[config.mk]
export PLATFORM = sky130hd
export DESIGN_NAME = hazard_unit_flat
export DESIGN_NICKNAME = d
export VERILOG_FILES = /design/src/rtl/riscv_pkg.sv /design/src/rtl/hazard_unit_if.sv /design/src/rtl/sat_counter.sv /design/src/rtl/hazard_unit.sv /design/src/flat_wrapper.sv
export SDC_FILE = /design/constraint.sdc
export NUM_CORES = 1
export LEC_CHECK = 0
export BUFFER_PORTS_ARGS = -buffer_cell sky130_fd_sc_hd__buf_2
export CAP_MARGIN = 10
export CORE_MARGIN = 1
export CORE_UTILIZATION = 57
export DETAILED_ROUTE_END_ITERATION = 8
export PLACE_DENSITY = 0.85
export SLEW_MARGIN = 20
export SYNTH_ARGS = -nofsm -noshare
export SYNTH_HDL_FRONTEND = slang
export SYNTH_SLANG_ARGS = --single-unit
[constraint.sdc]
create_clock -name CLK -period 6.15 [get_ports CLK]
set_input_delay 0.615 -clock CLK [delete_from_list [all_inputs] [get_ports CLK]]
set_output_delay 0.615 -clock CLK [all_outputs]
set_load 0.005 [all_outputs]
[src/rtl/riscv_pkg.sv]
// Shared pipeline-control types and constants for the 5-stage core.
// Pure declarations: no logic, no latency, no flow control.
package riscv_pkg;

  typedef enum logic [1:0] {
    RUN      = 2'd0,
    MEM_WAIT = 2'd1,
    MEM_ERR  = 2'd2
  } hz_state_t;

  localparam int         MEM_TIMEOUT_DEFAULT = 16;
  localparam logic [4:0] REG_ZERO            = 5'd0;

  // An operand only matters if the instruction actually reads it.
  function automatic logic src_match(input logic uses, input logic [4:0] rs,
                                     input logic [4:0] rd);
    return uses && (rs == rd);
  endfunction

endpackage

[src/rtl/hazard_unit_if.sv]
// Stage-side hazard inputs and pipeline-register controls of the hazard unit.
// Controls are combinational from the inputs; no handshake of its own.
interface hazard_unit_if;

  logic [4:0] rs1_ID;
  logic [4:0] rs2_ID;
  logic       uses_rs1_ID;
  logic       uses_rs2_ID;
  logic       MemRead_EX;
  logic [4:0] wrin_EX;
  logic       PCSrc_EX;
  logic       mem_req_MEM;
  logic       mem_ready_MEM;

  logic       PC_WRITE;
  logic       IF_ID_WRITE;
  logic       ID_EX_WRITE;
  logic       EX_MEM_WRITE;
  logic       IF_ID_CLEAR;
  logic       ID_EX_CLEAR;
  logic       MEM_WB_CLEAR;

  modport master (
    output rs1_ID, rs2_ID, uses_rs1_ID, uses_rs2_ID, MemRead_EX, wrin_EX,
    output PCSrc_EX, mem_req_MEM, mem_ready_MEM,
    input  PC_WRITE, IF_ID_WRITE, ID_EX_WRITE, EX_MEM_WRITE,
    input  IF_ID_CLEAR, ID_EX_CLEAR, MEM_WB_CLEAR
  );

  modport slave (
    input  rs1_ID, rs2_ID, uses_rs1_ID, uses_rs2_ID, MemRead_EX, wrin_EX,
    input  PCSrc_EX, mem_req_MEM, mem_ready_MEM,
    output PC_WRITE, IF_ID_WRITE, ID_EX_WRITE, EX_MEM_WRITE,
    output IF_ID_CLEAR, ID_EX_CLEAR, MEM_WB_CLEAR
  );

endinterface

[src/rtl/sat_counter.sv]
// Up-counter that sticks at all-ones instead of wrapping.
// One-cycle latency from inc to count; inc is never refused.
module sat_counter #(
  parameter int size = 32
) (
  input  logic            CLK,
  input  logic            RESET_N,
  input  logic            inc,
  output logic [size-1:0] count
);

  localparam logic [size-1:0] ONE = {{(size-1){1'b0}}, 1'b1};
  localparam logic [size-1:0] MAX = {size{1'b1}};

  always_ff @(posedge CLK or negedge RESET_N) begin
    if (!RESET_N) begin
      count <= '0;
    end else if (inc && (count != MAX)) begin
      count <= count + ONE;
    end
  end

endmodule

[src/rtl/hazard_unit.sv]
// Stall/freeze/flush control for the 5-stage pipeline, with a data-memory wait timeout.
// Controls are combinational (same-edge); mem_error and counters are registered (+1 cycle).
module hazard_unit
  import riscv_pkg::*;
#(
  parameter int size        = 32,
  parameter int MEM_TIMEOUT = MEM_TIMEOUT_DEFAULT
) (
  input  logic            CLK,
  input  logic            RESET_N,
  hazard_unit_if.slave    hz,
  output logic            mem_error,
  output logic [size-1:0] stall_cycles,
  output logic [size-1:0] flush_events
);

  localparam logic [7:0] WAIT_LAST = 8'(MEM_TIMEOUT - 1);

  hz_state_t  state, state_nxt;
  logic [7:0] wait_cnt, wait_nxt;
  logic       err_set;
  logic       freeze;
  logic       load_use;
  logic       stall_inc;
  logic       flush_inc;
  logic       pc_write, if_id_write, id_ex_write, ex_mem_write;
  logic       if_id_clear, id_ex_clear, mem_wb_clear;

  always_ff @(posedge CLK or negedge RESET_N) begin
    if (!RESET_N) begin
      state     <= RUN;
      wait_cnt  <= 8'd0;
      mem_error <= 1'b0;
    end else begin
      state    <= state_nxt;
      wait_cnt <= wait_nxt;
      if (err_set) begin
        mem_error <= 1'b1;
      end
    end
  end

  always_comb begin
    state_nxt    = state;
    wait_nxt     = wait_cnt;
    err_set      = 1'b0;
    pc_write     = 1'b1;
    if_id_write  = 1'b1;
    id_ex_write  = 1'b1;
    ex_mem_write = 1'b1;
    if_id_clear  = 1'b0;
    id_ex_clear  = 1'b0;
    mem_wb_clear = 1'b0;
    stall_inc    = 1'b0;
    flush_inc    = 1'b0;

    freeze   = hz.mem_req_MEM && !hz.mem_ready_MEM && (state != MEM_ERR);
    load_use = hz.MemRead_EX && (hz.wrin_EX != REG_ZERO) &&
               (src_match(hz.uses_rs1_ID, hz.rs1_ID, hz.wrin_EX) ||
                src_match(hz.uses_rs2_ID, hz.rs2_ID, hz.wrin_EX));

    case (state)
      RUN: begin
        if (freeze) begin
          state_nxt = MEM_WAIT;
          wait_nxt  = 8'd1;
        end
      end
      MEM_WAIT: begin
        if (!hz.mem_req_MEM || hz.mem_ready_MEM) begin
          state_nxt = RUN;
          wait_nxt  = 8'd0;
        end else if (wait_cnt == WAIT_LAST) begin
          // This is the MEM_TIMEOUT-th frozen cycle; give up on the access.
          state_nxt = MEM_ERR;
          err_set   = 1'b1;
        end else begin
          wait_nxt = wait_cnt + 8'd1;
        end
      end
      MEM_ERR: begin
        state_nxt = MEM_ERR;
      end
      default: begin
        state_nxt = RUN;
        wait_nxt  = 8'd0;
      end
    endcase

    // A branch held under a freeze simply falls through to here once memory is ready.
    if (state == MEM_ERR) begin
      pc_write     = 1'b0;
      if_id_write  = 1'b0;
      id_ex_write  = 1'b0;
      ex_mem_write = 1'b0;
      if_id_clear  = 1'b1;
      id_ex_clear  = 1'b1;
      mem_wb_clear = 1'b1;
      stall_inc    = 1'b1;
    end else if (freeze) begin
      pc_write     = 1'b0;
      if_id_write  = 1'b0;
      id_ex_write  = 1'b0;
      ex_mem_write = 1'b0;
      mem_wb_clear = 1'b1;
      stall_inc    = 1'b1;
    end else if (hz.PCSrc_EX) begin
      if_id_clear = 1'b1;
      id_ex_clear = 1'b1;
      flush_inc   = 1'b1;
    end else if (load_use) begin
      pc_write    = 1'b0;
      if_id_write = 1'b0;
      id_ex_clear = 1'b1;
      stall_inc   = 1'b1;
    end
  end

  assign hz.PC_WRITE     = pc_write;
  assign hz.IF_ID_WRITE  = if_id_write;
  assign hz.ID_EX_WRITE  = id_ex_write;
  assign hz.EX_MEM_WRITE = ex_mem_write;
  assign hz.IF_ID_CLEAR  = if_id_clear;
  assign hz.ID_EX_CLEAR  = id_ex_clear;
  assign hz.MEM_WB_CLEAR = mem_wb_clear;

  sat_counter #(.size(size)) u_stall_cnt (
    .CLK     (CLK),
    .RESET_N (RESET_N),
    .inc     (stall_inc),
    .count   (stall_cycles)
  );

  sat_counter #(.size(size)) u_flush_cnt (
    .CLK     (CLK),
    .RESET_N (RESET_N),
    .inc     (flush_inc),
    .count   (flush_events)
  );

endmodule

[src/flat_wrapper.sv]
// flat-port wrapper written by rule: the top's interface ports become plain ports
module hazard_unit_flat import riscv_pkg::*;
#(
  parameter int size        = 32,
  parameter int MEM_TIMEOUT = MEM_TIMEOUT_DEFAULT
)
  (CLK, RESET_N, mem_error, stall_cycles, flush_events, hz_rs1_ID, hz_rs2_ID, hz_uses_rs1_ID, hz_uses_rs2_ID, hz_MemRead_EX, hz_wrin_EX, hz_PCSrc_EX, hz_mem_req_MEM, hz_mem_ready_MEM, hz_PC_WRITE, hz_IF_ID_WRITE, hz_ID_EX_WRITE, hz_EX_MEM_WRITE, hz_IF_ID_CLEAR, hz_ID_EX_CLEAR, hz_MEM_WB_CLEAR);
  hazard_unit_if hz_i ();
  input  logic CLK;
  input  logic RESET_N;
  output logic mem_error;
  output logic [size-1:0] stall_cycles;
  output logic [size-1:0] flush_events;
  input wire logic [$bits(hz_i.rs1_ID)-1:0] hz_rs1_ID;
  input wire logic [$bits(hz_i.rs2_ID)-1:0] hz_rs2_ID;
  input wire logic [$bits(hz_i.uses_rs1_ID)-1:0] hz_uses_rs1_ID;
  input wire logic [$bits(hz_i.uses_rs2_ID)-1:0] hz_uses_rs2_ID;
  input wire logic [$bits(hz_i.MemRead_EX)-1:0] hz_MemRead_EX;
  input wire logic [$bits(hz_i.wrin_EX)-1:0] hz_wrin_EX;
  input wire logic [$bits(hz_i.PCSrc_EX)-1:0] hz_PCSrc_EX;
  input wire logic [$bits(hz_i.mem_req_MEM)-1:0] hz_mem_req_MEM;
  input wire logic [$bits(hz_i.mem_ready_MEM)-1:0] hz_mem_ready_MEM;
  output wire logic [$bits(hz_i.PC_WRITE)-1:0] hz_PC_WRITE;
  output wire logic [$bits(hz_i.IF_ID_WRITE)-1:0] hz_IF_ID_WRITE;
  output wire logic [$bits(hz_i.ID_EX_WRITE)-1:0] hz_ID_EX_WRITE;
  output wire logic [$bits(hz_i.EX_MEM_WRITE)-1:0] hz_EX_MEM_WRITE;
  output wire logic [$bits(hz_i.IF_ID_CLEAR)-1:0] hz_IF_ID_CLEAR;
  output wire logic [$bits(hz_i.ID_EX_CLEAR)-1:0] hz_ID_EX_CLEAR;
  output wire logic [$bits(hz_i.MEM_WB_CLEAR)-1:0] hz_MEM_WB_CLEAR;
  assign hz_i.rs1_ID = hz_rs1_ID;
  assign hz_i.rs2_ID = hz_rs2_ID;
  assign hz_i.uses_rs1_ID = hz_uses_rs1_ID;
  assign hz_i.uses_rs2_ID = hz_uses_rs2_ID;
  assign hz_i.MemRead_EX = hz_MemRead_EX;
  assign hz_i.wrin_EX = hz_wrin_EX;
  assign hz_i.PCSrc_EX = hz_PCSrc_EX;
  assign hz_i.mem_req_MEM = hz_mem_req_MEM;
  assign hz_i.mem_ready_MEM = hz_mem_ready_MEM;
  assign hz_PC_WRITE = hz_i.PC_WRITE;
  assign hz_IF_ID_WRITE = hz_i.IF_ID_WRITE;
  assign hz_ID_EX_WRITE = hz_i.ID_EX_WRITE;
  assign hz_EX_MEM_WRITE = hz_i.EX_MEM_WRITE;
  assign hz_IF_ID_CLEAR = hz_i.IF_ID_CLEAR;
  assign hz_ID_EX_CLEAR = hz_i.ID_EX_CLEAR;
  assign hz_MEM_WB_CLEAR = hz_i.MEM_WB_CLEAR;
  hazard_unit #(.size(size), .MEM_TIMEOUT(MEM_TIMEOUT)) u_core (.CLK(CLK), .RESET_N(RESET_N), .hz(hz_i), .mem_error(mem_error), .stall_cycles(stall_cycles), .flush_events(flush_events));
endmodule
# Yosys cells after proc, flatten, opt, wreduce, memory -nomap -nowiden
# Cells that the tools add are included.
# Widths: inputs -> output; s select.
# totals
ff_bits,75
in_bits,23
output_inout_bits,72
elab_cells,66
# classes
add_sub_neg,3
eq_ne,11
n_mux,30
bitwise_logic,1
n_reduce_logical,16
# ops
operator,n
$add 32x1->32 const B,2
$ne 32x32->1 const B,2
$mux 8,3
$pmux 8 s3,1
$mux 1,22
$eq 5x5->1,2
$add 8x1->8 const B,1
$eq 8x4->1 const B,1
$logic_and 1x1->1,8
$mux 2,3
$pmux 2 s3,1
$reduce_bool 5->1,1
$ne 3x1->1 const B,1
$ne 3x2->1 const B,1
$reduce_and 3->1,1
$eq 2x1->1 const B,1
$eq 2x2->1 const B,1
$logic_not 1->1,2
$logic_not 2->1,1
$logic_or 1x1->1,2
$ne 2x1->1 const B,1
$ne 2x2->1 const B,1
$reduce_and 2->1,1
$not 1->1,1

# Depth between registers and ports, before layout
# depth
ltp_word,9
mapped_depth,9
mapped_depth_nobuf,8

# By module
# A second synthesis with hierarchy kept.
# hier_totals
hier_cells,389
area_unflattened_um2,4042.6
# modules_own_cells
module,n_inst,cells_each,area_each_um2,seq_area_each_um2
sat_counter,2,151,1624.1,800.8
hazard_unit,1,87,794.5,275.3

# Least setup slack after synthesis
# No wires, ideal clock.
# synth_timing
path_type,input to output
startpoint,in hz_wrin_EX[0]
endpoint,out hz_PC_WRITE
t_arrival_ps,1681
setup_slack_ps,3854
path_stages,5
n_path_buf,1
path_cell_list,or4_1 o21ai_1 nor2_1 a21oi_2 buf_4
# synth_between
elab_chain_cells,8
elab_cells_between_ends,12
# synth_lines
item,line_no,rtl
"start, declared",flat_wrapper.sv:19,input wire logic [$bits(hz_i.wrin_EX)-1:0] hz_wrin_EX;
$eq 5x5->1,riscv_pkg.sv:17,return uses && (rs == rd);
$logic_and 1x1->1,riscv_pkg.sv:17,
$logic_or 1x1->1,hazard_unit.sv:59,"(src_match(hz.uses_rs1_ID, hz.rs1_ID, hz.wrin_EX) ||"
$logic_and 1x1->1 (*),hazard_unit.sv:58,load_use = hz.MemRead_EX && (hz.wrin_EX != REG_ZERO) &&
$mux 1 (*) (4 in a row),-,
"end, declared",flat_wrapper.sv:23,output wire logic [$bits(hz_i.PC_WRITE)-1:0] hz_PC_WRITE;
# Every way passes the cells marked *; elsewhere a longest branch is shown, timed or not.

# Final worst setup path
# layout_timing
startpoint,in hz_wrin_EX[0]
endpoint,out hz_PC_WRITE
# layout_between
elab_chain_cells,8
elab_cells_between_ends,12
# layout_lines
item,line_no,rtl
$eq 5x5->1,riscv_pkg.sv:17,
$logic_and 1x1->1,riscv_pkg.sv:17,
$logic_or 1x1->1,hazard_unit.sv:59,
$logic_and 1x1->1 (*),hazard_unit.sv:58,
$mux 1 (*),hazard_unit.sv:111,end else if (load_use) begin
$mux 1 (*),hazard_unit.sv:107,end else if (hz.PCSrc_EX) begin
$mux 1 (*),hazard_unit.sv:100,end else if (freeze) begin
$mux 1 (*),hazard_unit.sv:91,if (state == MEM_ERR) begin
# Marked as above.

==> impl_metrics.json <==
{
  "status": "finished clean",
  "max_freq_mhz": 389.7,
  "cts_resized": 0,
  "path_cells": "buf_2, or4_1, o21ai_1, nor2_1, a21oi_2, buf_2",
  "start_util": 0.6078,
  "yosys_most_used_dff": "dfrtp_1",
  "finalCritPeriodShare": 0.4173,
  "cpMaxStageDelayCell": "or4_1",
  "syn_nets": 377,
  "drc_errors": 0,
  "nets": 476,
  "finalCriticalPeriod_ns": 2.566,
  "synth_edf_count": 0,
  "slew_violations": 0,
  "avgSynthCellArea_um2": 10.49,
  "routed_wl_um": 7662,
  "grt_pass1_wl_um": 12350,
  "routedWlPerCell_um": 14.46,
  "cts_setup_buffers": 0,
  "hold_viol_final": 0,
  "port_buffers": 94,
  "syn_inst": 351,
  "final_core_util": 0.7298,
  "peakVddDrop_v": 0.0002092,
  "regArea_um2": 1877,
  "cpPeakStageDelay_ns": 0.54,
  "ys_types": 44,
  "ys_warn_count": 0,
  "insertion_delay_ns": 0.35,
  "crit_arrival_ns": 1.95,
  "drive_gt1_frac": 0.2703,
  "cts_made_buffers": 9,
  "async_reset_ff_frac": 1.000,
  "multiInputGateArea_um2": 1730,
  "yosysSeqAreaShare": 0.5095,
  "viasPerCell": 5.534,
  "startpoint_type": "input pin",
  "postRouteAntennaNets": 0,
  "synth_area_um2": 3684,
  "grt_pass1_vias": 2783,
  "crit_top_cell": "buf_2",
  "fin_skew_ns": 0.01248,
  "grt_util_all_layers": 0.2432,
  "leakage_nw": 2.140,
  "die_y_um": 82.39,
  "dp_hpwl_um": 5696,
  "timing.slew.headroom": 0.3765,
  "drtIter0Drc": 152,
  "holdBufCountCts": 0,
  "n_fill_cell": 447,
  "vias": 2933,
  "worst_ep_required_time_ns": 5.53,
  "p_per_area_nw_per_um2": 263.3,
  "worstPathMaxFanout": 5,
  "rsz0062_at_grt": "no",
  "n_antenna_cell": 0,
  "antenna_found_initial": 0,
  "die_x_um": 82.39,
  "tightest_slew_ns": 0.9353,
  "final.setup.tns_ns": 0,
  "cts_buffer_depth": 2,
  "core_um2": 6061,
  "h-tree-depth": 3,
  "grt_overflow": 0,
  "cp-end-kind": "output pin",
  "ys_ff_latch": 75,
  "io_pins": 95,
  "cts.sinks": 75,
  "grt_max_degree": 76,
  "place.gp.congestion": 0.7828,
  "cts_tree": "done",
  "area_growth_pct": 20.07,
  "die-area_um2": 6788,
  "clk_pin_slew_ns": 0.08,
  "fp-row-count": 28,
  "cts_root_buf": "clkbuf_8",
  "firstDrtPassIters": 4,
  "crit_type": "in2out",
  "cap_violations": 0,
  "setup_viol": 0,
  "hp-class": "in2async"
}
path summary, 6_finish.rpt:
| path | start | end | slack [ns] | cells past startpoint |
|---|---|---|---|---|
| worst max-delay path | hz_wrin_EX[0] | hz_PC_WRITE | 3.58 | 6 |
| worst min-delay path | RESET_N | u_core.u_flush_cnt.count[11]$_DFFE_PN0P_ | 0.45 | 2 |
| worst max register to register | u_core.u_stall_cnt.count[0]$_DFFE_PN0P_ | u_core.u_stall_cnt.count[26]$_DFFE_PN0P_ | 3.87 | 8 |
| worst min register to register | u_core.mem_error$_DFFE_PN0P_ | u_core.mem_error$_DFFE_PN0P_ | 0.47 | 1 |
| max in group asynchronous | RESET_N | u_core.u_stall_cnt.count[29]$_DFFE_PN0P_ | 5.05 | 2 |
| min in group CLK | u_core.mem_error$_DFFE_PN0P_ | u_core.mem_error$_DFFE_PN0P_ | 0.47 | 1 |
flip-flops by register name, summed over array words and instances, names as in the netlist:
register and cells:
u_core.u_flush_cnt.count 32, u_core.u_stall_cnt.count 32, u_core.wait_cnt 8, u_core.state 2, u_core.mem_error 1
through the flow:
step	hold WS (ns)	total power, W	cells	worst slack (ns)	cell area, um2
global placement	0.4531	0.0007724	514	3.614	4213
floorplan	0.3194	0.0006917	351	3.854	3684
global route	0.5086	0.001224	530	3.487	4423
finish	0.4498	0.001164	530	3.584	4423
CTS	0.4776	0.001173	530	3.575	4423
detailed placement	0.4564	0.0007826	514	3.576	4213
cell families after synthesis:
family | after synthesis | synth area share
muxes | 1 | 0.003057
adders and majority gates | 3 | 0.01019
AOI/OAI and AO/OA | 21 | 0.03974
DFF | 75 | 0.5095
xor gates and xnor gates | 75 | 0.1804
and+or+nand+nor | 161 | 0.2364
buffers and inverters | 15 | 0.02072
power breakdown:
part           switching (W)  internal [W]
clock               0.000181      0.000210
combinational      0.0000943     0.0000876
sequential         0.0000536      0.000538
total               0.000329      0.000835
per-layer routing:
metal | GRT usage | part of all wire
met1 | 0.2985 | 0.45
met2 | 0.4198 | 0.49
met3 | 0.04615 | 0.048
met4 | 0.09825 | 0.012
met5 | 0 | 0
worst max-delay path, delay by kind of cell:
kind,cells,cell delay [ns]
AO/OA/AOI/OAI,2,0.43
AND/OR/NAND/NOR,2,0.61
buffers and inverters,2,0.29
synth_stat cells (all sizes together), types with 2 or more instances:
cell	n	area share
o21ai	6	0.0081
buf	6	0.011
clkbuf	2	0.0024
nand3	31	0.043
nand2	34	0.035
dfrtp	75	0.51
o31ai	2	0.0041
or4	2	0.0051
ha	3	0.010
and2	5	0.0085
nor2	24	0.024
nand2b	4	0.0068
nor3	8	0.012
nand4	25	0.042
a21oi	6	0.010
inv	7	0.0071
and4	7	0.017
and3	15	0.025
nor4	2	0.0075
xor2	15	0.036
xnor2	60	0.14
placed cells by master, fill, tap and decap left out, types with 2 or more instances in the layout:
master and instances:
nand4_1 25, dfrtp_1 75, clkinvlp_4 2, nor3_1 7
o31ai_1 2, nand2_1 34, clkbuf_8 11, a21oi_1 4
inv_1 7, and3_1 15, a21oi_2 2, buf_4 2
ha_1 3, o21ai_0 5, buf_2 94, xor2_1 15
nand3_1 30, and2_1 5, and4_1 6, nand2b_1 4
nor2_1 24, xnor2_1 59
area by class of cell:
class / instances / share of cell area
Clock inverter: 5 / 0.01330
Inverter: 7 / 0.005941
Clock buffer: 11 / 0.03423
Timing Repair Buffer: 96 / 0.1098
Tap cell: 75 / 0.02122
Multi-Input combinational cell: 261 / 0.3912
Sequential cell: 75 / 0.4243
No activity file was read; power rests on OpenSTA's default activity.
